File: src/rtl/serial_byte_adder_ctrl_pkg.sv
// Shared types and constants for the serial byte adder sequencer.
// Imported by the interface, the controller and the byte datapath.
package serial_adder_pkg;

  localparam int BYTE_W = 8;

  typedef enum logic [1:0] {
    IDLE = 2'd0,
    RUN  = 2'd1,
    DONE = 2'd2
  } state_t;

  function automatic int idx_w(input int n);
    return (n <= 1) ? 1 : $clog2(n);
  endfunction

endpackage

File: src/rtl/serial_byte_adder_ctrl_if.sv
// Request/response bundle between a requester and the serial adder.
// Master drives operands and result acceptance; slave is the adder.
interface serial_byte_adder_ctrl_if #(
  parameter int NBYTES = 4
);
  import serial_adder_pkg::*;

  localparam int W = BYTE_W * NBYTES;

  logic         IN_VALID;
  logic         IN_READY;
  logic [W-1:0] A;
  logic [W-1:0] B;
  logic         CIN;
  logic         SUB;
  logic         OUT_VALID;
  logic         OUT_READY;
  logic [W-1:0] SUM;
  logic         COUT;
  logic         BUSY;

  modport master (
    output IN_VALID, A, B, CIN, SUB, OUT_READY,
    input  IN_READY, OUT_VALID, SUM, COUT, BUSY
  );

  modport slave (
    input  IN_VALID, A, B, CIN, SUB, OUT_READY,
    output IN_READY, OUT_VALID, SUM, COUT, BUSY
  );

endinterface

File: src/rtl/serial_byte_adder_ctrl_adder.sv
// The shared 8-bit ripple adder reused one byte per cycle.
// Purely combinational; the caller owns any carry storage.
module full_adder_eight_bit
  import serial_adder_pkg::*;
(
  input  logic [BYTE_W-1:0] a,
  input  logic [BYTE_W-1:0] b,
  input  logic              cin,
  output logic [BYTE_W-1:0] s,
  output logic              cout
);

  assign {cout, s} = {1'b0, a} + {1'b0, b} + {{BYTE_W{1'b0}}, cin};

endmodule

File: src/rtl/serial_byte_adder_ctrl.sv
// Wide add/subtract sequenced LSB-first over one byte adder.
// Carry crosses bytes only through the carry register.
module serial_byte_adder_ctrl
  import serial_adder_pkg::*;
#(
  parameter int NBYTES = 4
) (
  input logic               CLK,
  input logic               RST,
  serial_byte_adder_ctrl_if.slave bus
);

  localparam int W  = BYTE_W * NBYTES;
  localparam int IW = idx_w(NBYTES);

  localparam logic [1:0] S_IDLE = IDLE;
  localparam logic [1:0] S_RUN  = RUN;
  localparam logic [1:0] S_DONE = DONE;

  if (NBYTES < 1 || NBYTES > 16) begin : g_bad_nbytes
    $error("serial_byte_adder_ctrl: NBYTES must be 1..16");
  end

  logic [1:0]        state;
  logic [W-1:0]      areg;
  logic [W-1:0]      breg;
  logic [W-1:0]      sum;
  logic              carry;
  logic              cout;
  logic [IW-1:0]     idx;
  logic [BYTE_W-1:0] a_byte;
  logic [BYTE_W-1:0] b_byte;
  logic [BYTE_W-1:0] s_byte;
  logic              c_byte;
  logic              last;

  assign a_byte = areg[BYTE_W*int'(idx) +: BYTE_W];
  assign b_byte = breg[BYTE_W*int'(idx) +: BYTE_W];
  assign last   = (idx == IW'(NBYTES - 1));

  full_adder_eight_bit u_fa (
    .a    (a_byte),
    .b    (b_byte),
    .cin  (carry),
    .s    (s_byte),
    .cout (c_byte)
  );

  always_ff @(posedge CLK) begin
    if (RST) begin
      state <= S_IDLE;
      areg  <= '0;
      breg  <= '0;
      sum   <= '0;
      carry <= 1'b0;
      cout  <= 1'b0;
      idx   <= '0;
    end else begin
      unique case (state)
        S_IDLE: begin
          if (bus.IN_VALID) begin
            areg  <= bus.A;
            // subtract is A + ~B + 1
            breg  <= bus.SUB ? ~bus.B : bus.B;
            carry <= bus.SUB | bus.CIN;
            idx   <= '0;
            state <= S_RUN;
          end
        end
        S_RUN: begin
          sum[BYTE_W*int'(idx) +: BYTE_W] <= s_byte;
          carry <= c_byte;
          idx   <= last ? '0 : idx + IW'(1);
          if (last) begin
            cout  <= c_byte;
            state <= S_DONE;
          end
        end
        S_DONE: begin
          if (bus.OUT_READY) state <= S_IDLE;
        end
        default: state <= S_IDLE;
      endcase
    end
  end

  assign bus.IN_READY  = (state == S_IDLE);
  assign bus.OUT_VALID = (state == S_DONE);
  assign bus.BUSY      = (state != S_IDLE);
  assign bus.SUM       = sum;
  assign bus.COUT      = cout;

endmodule

File: src/flat_wrapper.sv
// flat-port wrapper written by rule: the top's interface ports become plain ports
module serial_byte_adder_ctrl_flat import serial_adder_pkg::*;
#(
  parameter int NBYTES = 4
)
  (CLK, RST, bus_IN_VALID, bus_A, bus_B, bus_CIN, bus_SUB, bus_OUT_READY, bus_IN_READY, bus_OUT_VALID, bus_SUM, bus_COUT, bus_BUSY);
  serial_byte_adder_ctrl_if #(.NBYTES(NBYTES)) bus_i ();
  input logic CLK;
  input logic RST;
  input wire logic [$bits(bus_i.IN_VALID)-1:0] bus_IN_VALID;
  input wire logic [$bits(bus_i.A)-1:0] bus_A;
  input wire logic [$bits(bus_i.B)-1:0] bus_B;
  input wire logic [$bits(bus_i.CIN)-1:0] bus_CIN;
  input wire logic [$bits(bus_i.SUB)-1:0] bus_SUB;
  input wire logic [$bits(bus_i.OUT_READY)-1:0] bus_OUT_READY;
  output wire logic [$bits(bus_i.IN_READY)-1:0] bus_IN_READY;
  output wire logic [$bits(bus_i.OUT_VALID)-1:0] bus_OUT_VALID;
  output wire logic [$bits(bus_i.SUM)-1:0] bus_SUM;
  output wire logic [$bits(bus_i.COUT)-1:0] bus_COUT;
  output wire logic [$bits(bus_i.BUSY)-1:0] bus_BUSY;
  assign bus_i.IN_VALID = bus_IN_VALID;
  assign bus_i.A = bus_A;
  assign bus_i.B = bus_B;
  assign bus_i.CIN = bus_CIN;
  assign bus_i.SUB = bus_SUB;
  assign bus_i.OUT_READY = bus_OUT_READY;
  assign bus_IN_READY = bus_i.IN_READY;
  assign bus_OUT_VALID = bus_i.OUT_VALID;
  assign bus_SUM = bus_i.SUM;
  assign bus_COUT = bus_i.COUT;
  assign bus_BUSY = bus_i.BUSY;
  serial_byte_adder_ctrl #(.NBYTES(NBYTES)) u_core (.CLK(CLK), .RST(RST), .bus(bus_i));
endmodule
File: config.mk
export PLATFORM = sky130hd
export DESIGN_NAME = serial_byte_adder_ctrl_flat
export DESIGN_NICKNAME = d
export VERILOG_FILES = /design/src/rtl/serial_byte_adder_ctrl_pkg.sv /design/src/rtl/serial_byte_adder_ctrl_if.sv /design/src/rtl/serial_byte_adder_ctrl_adder.sv /design/src/rtl/serial_byte_adder_ctrl.sv /design/src/flat_wrapper.sv
export SDC_FILE = /design/constraint.sdc
export NUM_CORES = 1
export LEC_CHECK = 0
export ABC_AREA = 0
export CAP_MARGIN = 20
export CORE_MARGIN = 5
export CORE_UTILIZATION = 40
export CTS_CLUSTER_DIAMETER = 120
export DETAILED_ROUTE_END_ITERATION = 6
export GPL_ROUTABILITY_DRIVEN = 0
export GPL_TIMING_DRIVEN = 0
export PLACE_DENSITY = 0.63
export SLEW_MARGIN = 10
export SYNTH_ARGS = -nofsm -noshare
export SYNTH_HDL_FRONTEND = slang
export SYNTH_SLANG_ARGS = --single-unit
File: constraint.sdc
create_clock -name CLK -period 4.4 [get_ports CLK]
set_input_delay 1.1 -clock CLK [delete_from_list [all_inputs] [get_ports CLK]]
set_output_delay 1.1 -clock CLK [all_outputs]
set_load 0.03 [all_outputs]
### After elaboration in Yosys (flattened, before gate mapping)

Cells that the tools add are included.

* bits in registers: 102
* output and inout port bits: 36

* add/sub/neg operators: 4
* equality and inequality tests: 6
* shift operators: 4
* multiplexer cells: 11
* bitwise logic cells: 2
* reductions and logical operators: 7

Operators by type and width (number)
* variable part select 32 x 6 -> 8 bit: 2
* negator 5 -> 33 bit: 1
* variable shift 8 x 33 -> 32 bit, first input constant: 1
* variable part select 8 x 33 -> 32 bit: 1
* bitwise mux 32 bit: 1
* two-way mux 32 bit: 1
* inverter 32 bit: 1
* two-way mux 2 bit: 5
* adder 8 x 8 -> 9 bit: 1
* adder 9 x 1 -> 9 bit: 1
* case mux 2 bit (3 select lines): 1
* AND reduction 2 bit: 3
* equality test 2 bit, second input constant: 2
* != test 2 bit, second input constant: 2
* case mux 2 bit (2 select lines): 1
* nonzero test 2 bit: 2
* AND reduction 3 bit: 1
* adder 2 x 1 -> 2 bit, second input constant: 1
* equality test 2 x 1 -> 1 bit, second input constant: 1
* logical NOT 2 bit: 1
* != test 2 x 1 -> 1 bit, second input constant: 1
* case mux 1 bit (2 select lines): 1
* two-way mux 1 bit: 1
* bitwise OR 1 bit: 1

### Depth between registers and ports, before layout

* word-level depth: 5
* gate-level depth with buffers: 10
* gate-level depth less buffers: 8

### By module

Synthesis repeated with hierarchy kept, for this count alone.

* cells, all modules: 490
* area, all modules: 4878.4 um^2

Modules (own cells, without submodules)
* serial_byte_adder_ctrl: instances 1, cells an instance 448, area each 4546.9 um^2, sequential area each 2042.0 um^2
* full_adder_eight_bit: instances 1, cells an instance 42, area each 331.6 um^2, sequential area each 0.0 um^2

### Worst setup path before layout

OpenSTA, ideal clock, no wires.

* kind: register to register
* start point: reg u_core.idx[1]
* end point: reg u_core.sum[14] (netlist: u_core.bus.SUM[14])
* arrival time: 2.691 ns
* data required time: 4.267 ns
* slack: 1.576 ns
* cell stages (with the launch flop): 11
* clock period less this slack: 2.824 ns
* cell sequence: dfxtp_1 > buf_2 > clkbuf_1 > mux4_2 > fa_1 > inv_1 > fa_1 > nand2b_1 > a211oi_1 > a211oi_1 > o21ai_0

* word-level cells in the longest chain between the ends: 5

RTL lines
* start: declaration: RTL line serial_byte_adder_ctrl.sv:30 `logic [IW-1:0] idx;`
* start signal: assignment: RTL line serial_byte_adder_ctrl.sv:73 `idx <= last ? '0 : idx + IW'(1);`
* variable part select 32 x 6 -> 8 bit, on equally long branches: RTL line serial_byte_adder_ctrl.sv:37, serial_byte_adder_ctrl.sv:38
* adder 8 x 8 -> 9 bit: RTL line serial_byte_adder_ctrl_adder.sv:13 `assign {cout, s} = {1'b0, a} + {1'b0, b} + {{BYTE_W{1'b0}}, cin};`
* adder 9 x 1 -> 9 bit: RTL line serial_byte_adder_ctrl_adder.sv:13
* variable part select 8 x 33 -> 32 bit: RTL line serial_byte_adder_ctrl.sv:71 `sum[BYTE_W*int'(idx) +: BYTE_W] <= s_byte;`
* bitwise mux 32 bit *: RTL line serial_byte_adder_ctrl.sv:71
* end signal: indexed assignment: RTL line serial_byte_adder_ctrl.sv:71
* end: declaration: RTL line serial_byte_adder_ctrl.sv:27 `logic [W-1:0] sum;`

Every way passes the cells marked *; elsewhere a longest branch is shown, timed or not.
A chain may end at the register's enable or synchronous reset.

### Worst setup path after layout

* start point: reg u_core.idx[1]
* end point: reg u_core.sum[22] (netlist: u_core.bus.SUM[22])

The elaborated chain is that of the path after synthesis.

==> results.sh <==
export IMPL_dieArea_um2=14400
export IMPL_syn_area_per_cell_um2=9.33
export IMPL_grt_setup_unrepaired="false"
export IMPL_synth_top_flop_cell="dfxtp_1"
export IMPL_cp_arrival_ns=3.83
export IMPL_met2_length_um=6360
export IMPL_postCtsResizedCells=0
export IMPL_syn_nets=605
export IMPL_gr_total_overflow=0
export IMPL_cts_sinks=102
export IMPL_status="finished clean"
export IMPL_ys_warn_count=0
export IMPL_finalNonFillerCells=787
export IMPL_totalPowerFinal_mw=2.30
export IMPL_fin_crit_sh=0.824
export IMPL_drive_gt1_frac=0.0875
export IMPL_synthToLayoutAreaGrowth_pct=32.2
export IMPL_ys_seq_area_frac=0.421
export IMPL_grt_pass1_wl_um=21400
export IMPL_power_leakage_nw=2.31
export IMPL_dpl_hpwl_um=10400
export IMPL_hold_path_class="reg -> reg"
export IMPL_p_int_mw=1.71
export IMPL_cts_hold_buf=0
export IMPL_critPathCaptureType="flip-flop"
export IMPL_slew_headroom=0.550
export IMPL_dp_cells=771
export IMPL_firstDrtPassIters=4
export IMPL_grt_max_degree=17
export IMPL_fmax_mhz=276
export IMPL_combPwrFrac=0.172
export IMPL_drt_iter0_drc=228
export IMPL_drv_cap=0
export IMPL_p_sw_frac=0.255
export IMPL_grt_usage=0.186
export IMPL_synth_top_area_cell="dfxtp_1"
export IMPL_min_from="u_core.areg[29]"
export IMPL_skew_ns=0.00897
export IMPL_reg2reg_depth=10
export IMPL_portBuffers=104
export IMPL_synth_top_area_frac=0.421
export IMPL_nets=720
export IMPL_slew_violations=0
export IMPL_ff2ff_setup_slack_ns=0.77
export IMPL_ys_seq_elements=102
export IMPL_final_core_util=0.537
export IMPL_fin_area_um2=6420
export IMPL_holdWs_ns=0.456
export IMPL_start_util=0.406
export IMPL_vias=4152
export IMPL_core_area_um2=12000
export IMPL_cts_setup_buffers=0
export IMPL_reg2reg_to="u_core.bus.SUM[22]"
export IMPL_power_density_nw_per_um2=358
export IMPL_clock_latency_ns=0.35
export IMPL_vias_per_cell=5.28
export IMPL_wl_um=13300
export IMPL_layout_commonest_cell="clkdlybuf4s50_1"
export IMPL_cp_required_ns=4.61
export IMPL_ys_types=45
export IMPL_clock_root_buffer="clkbuf_16"
export IMPL_highest_layer="met4"
export IMPL_crit_fanout=10
export IMPL_clk_path_buf_depth=2
export IMPL_clkTransAtPathRegs_ns=0.07
export IMPL_criticalPathCategory="reg -> reg"
export IMPL_dr_wl_met3_um=679
export IMPL_synth_cells=520
export IMPL_grt_pass1_vias=4279
export IMPL_p_switching_uw=585
export IMPL_cts_tree="done"
export IMPL_hold_viol=0
export IMPL_fin_ws_ns=0.773
export IMPL_synth_cell_area_um2=4850
export IMPL_drc=0
export IMPL_worstHoldPathCells=2
export IMPL_vdd_drop_max_mv=0.229
export IMPL_core_rowCount=40
export IMPL_wl_per_cell_um=17.0
export IMPL_finalSetupViolCount=0
export IMPL_post_route_min_period_ns=3.63
export IMPL_async_flop_share=0
export IMPL_r2r_start="u_core.idx[1]"
export IMPL_max_slew_worst_pin_slew_ns=0.671
export IMPL_io_pins=106
export IMPL_num_antenna_cells=0
export IMPL_pwr_share_clk=0.393
export IMPL_startpoint_type="flip-flop"
export IMPL_layout_common_cells="clkdlybuf4s50_1, dfxtp_1, nand2_1"
export IMPL_wl_met1_um=6060
export IMPL_sequentialPowerShare=0.435
export IMPL_tns_ns=0
export IMPL_hold_end="u_core.areg[29]"
export IMPL_numCtsBuffers=9
export IMPL_yosys_top_cells_area="dfxtp_1, mux4_2, xnor2_1"
export IMPL_placed_area_um2=6080
export IMPL_die_w_um=120
export IMPL_drtAntennaViolNets=0
export IMPL_die_y_um=120
export IMPL_pre_cts_ws_ns=0.732
export IMPL_synth_edf_count=0
export IMPL_h_tree_depth=3
export IMPL_antenna_found_initial=0
-- state kept, by name, summed over array words and instances (netlist names) --
signal,count
u_core.breg,32
u_core.bus.COUT,1
u_core.state,2
u_core.carry,1
u_core.idx,2
u_core.areg,32
u_core.bus.SUM,32
-- critical path: stages, from the launching register on --
cell	delay (ns)
dfxtp_1	0.38
buf_2	0.34
clkbuf_1	0.50
mux4_2	0.36
fa_1	0.23
inv_1	0.07
fa_1	0.39
nand2b_1	0.22
a21o_1	0.24
a211oi_1	0.58
o21ai_0	0.18
-- cells in the mapped netlist, types with 3 or more instances --
master / number
a211oi_1: 36
a21oi_1: 44
a22oi_1: 15
a31oi_1: 4
buf_2: 10
buf_6: 3
clkbuf_1: 23
dfxtp_1: 102
ha_1: 13
inv_1: 11
mux4_2: 16
nand2_1: 75
nand2b_1: 3
nand3_1: 5
nand3b_1: 13
nand3b_4: 3
nor2_1: 53
o211ai_1: 7
o21ai_0: 16
or3b_1: 4
xnor2_1: 34
-- worst max path at each step --
stage / slack, ns / startpoint / cells after the start / endpoint
global route: 0.42 / u_core.idx[1] / 10 / u_core.bus.SUM[6]
detailed placement: 0.73 / u_core.idx[1] / 10 / u_core.bus.SUM[30]
floorplan: 1.58 / u_core.idx[1] / 10 / u_core.bus.SUM[14]
finish: 0.77 / u_core.idx[1] / 10 / u_core.bus.SUM[22]
global placement: 0.82 / u_core.idx[1] / 10 / u_core.bus.SUM[30]
CTS: 0.71 / u_core.idx[1] / 10 / u_core.bus.SUM[6]
-- layout make-up --
class | count | area, um2
timing repair buffer | 104 | 1040
clock buffer | 10 | 229
multi-input combinational | 369 | 2590
buffer | 37 | 178
tap | 147 | 184
clock inverter | 6 | 110
fill | 1139 | 5540
sequential | 102 | 2040
inverter | 12 | 45.0
-- layer usage --
| layer | track usage | vias up |
|---|---|---|
| met2 | 0.314 | 113 |
| met4 | 0.0694 | 0 |
| met3 | 0.0325 | 18 |
| li1 | - | 2074 |
| met1 | 0.237 | 1947 |
| met5 | 0 | - |
-- power by group through the flow --
stage	logic, mW	clock network (mW)	registers [mW]
floorplan	0.242	0	1.02
global placement	0.388	0	1.02
detailed placement	0.395	0	1.02
CTS	0.397	0.914	1.00
global route	0.434	0.947	1.00
finish	0.395	0.902	1.00
-- logic make-up after synthesis --
group,count (synthesis),synth area share
simple gates,171,0.180
buf+inv,49,0.0459
mux,17,0.0763
xor+xnor,34,0.0614
fa+ha+maj,15,0.0418
compound gates,132,0.174
flops,102,0.421
Note: power is estimated with default switching activity, not from simulation.
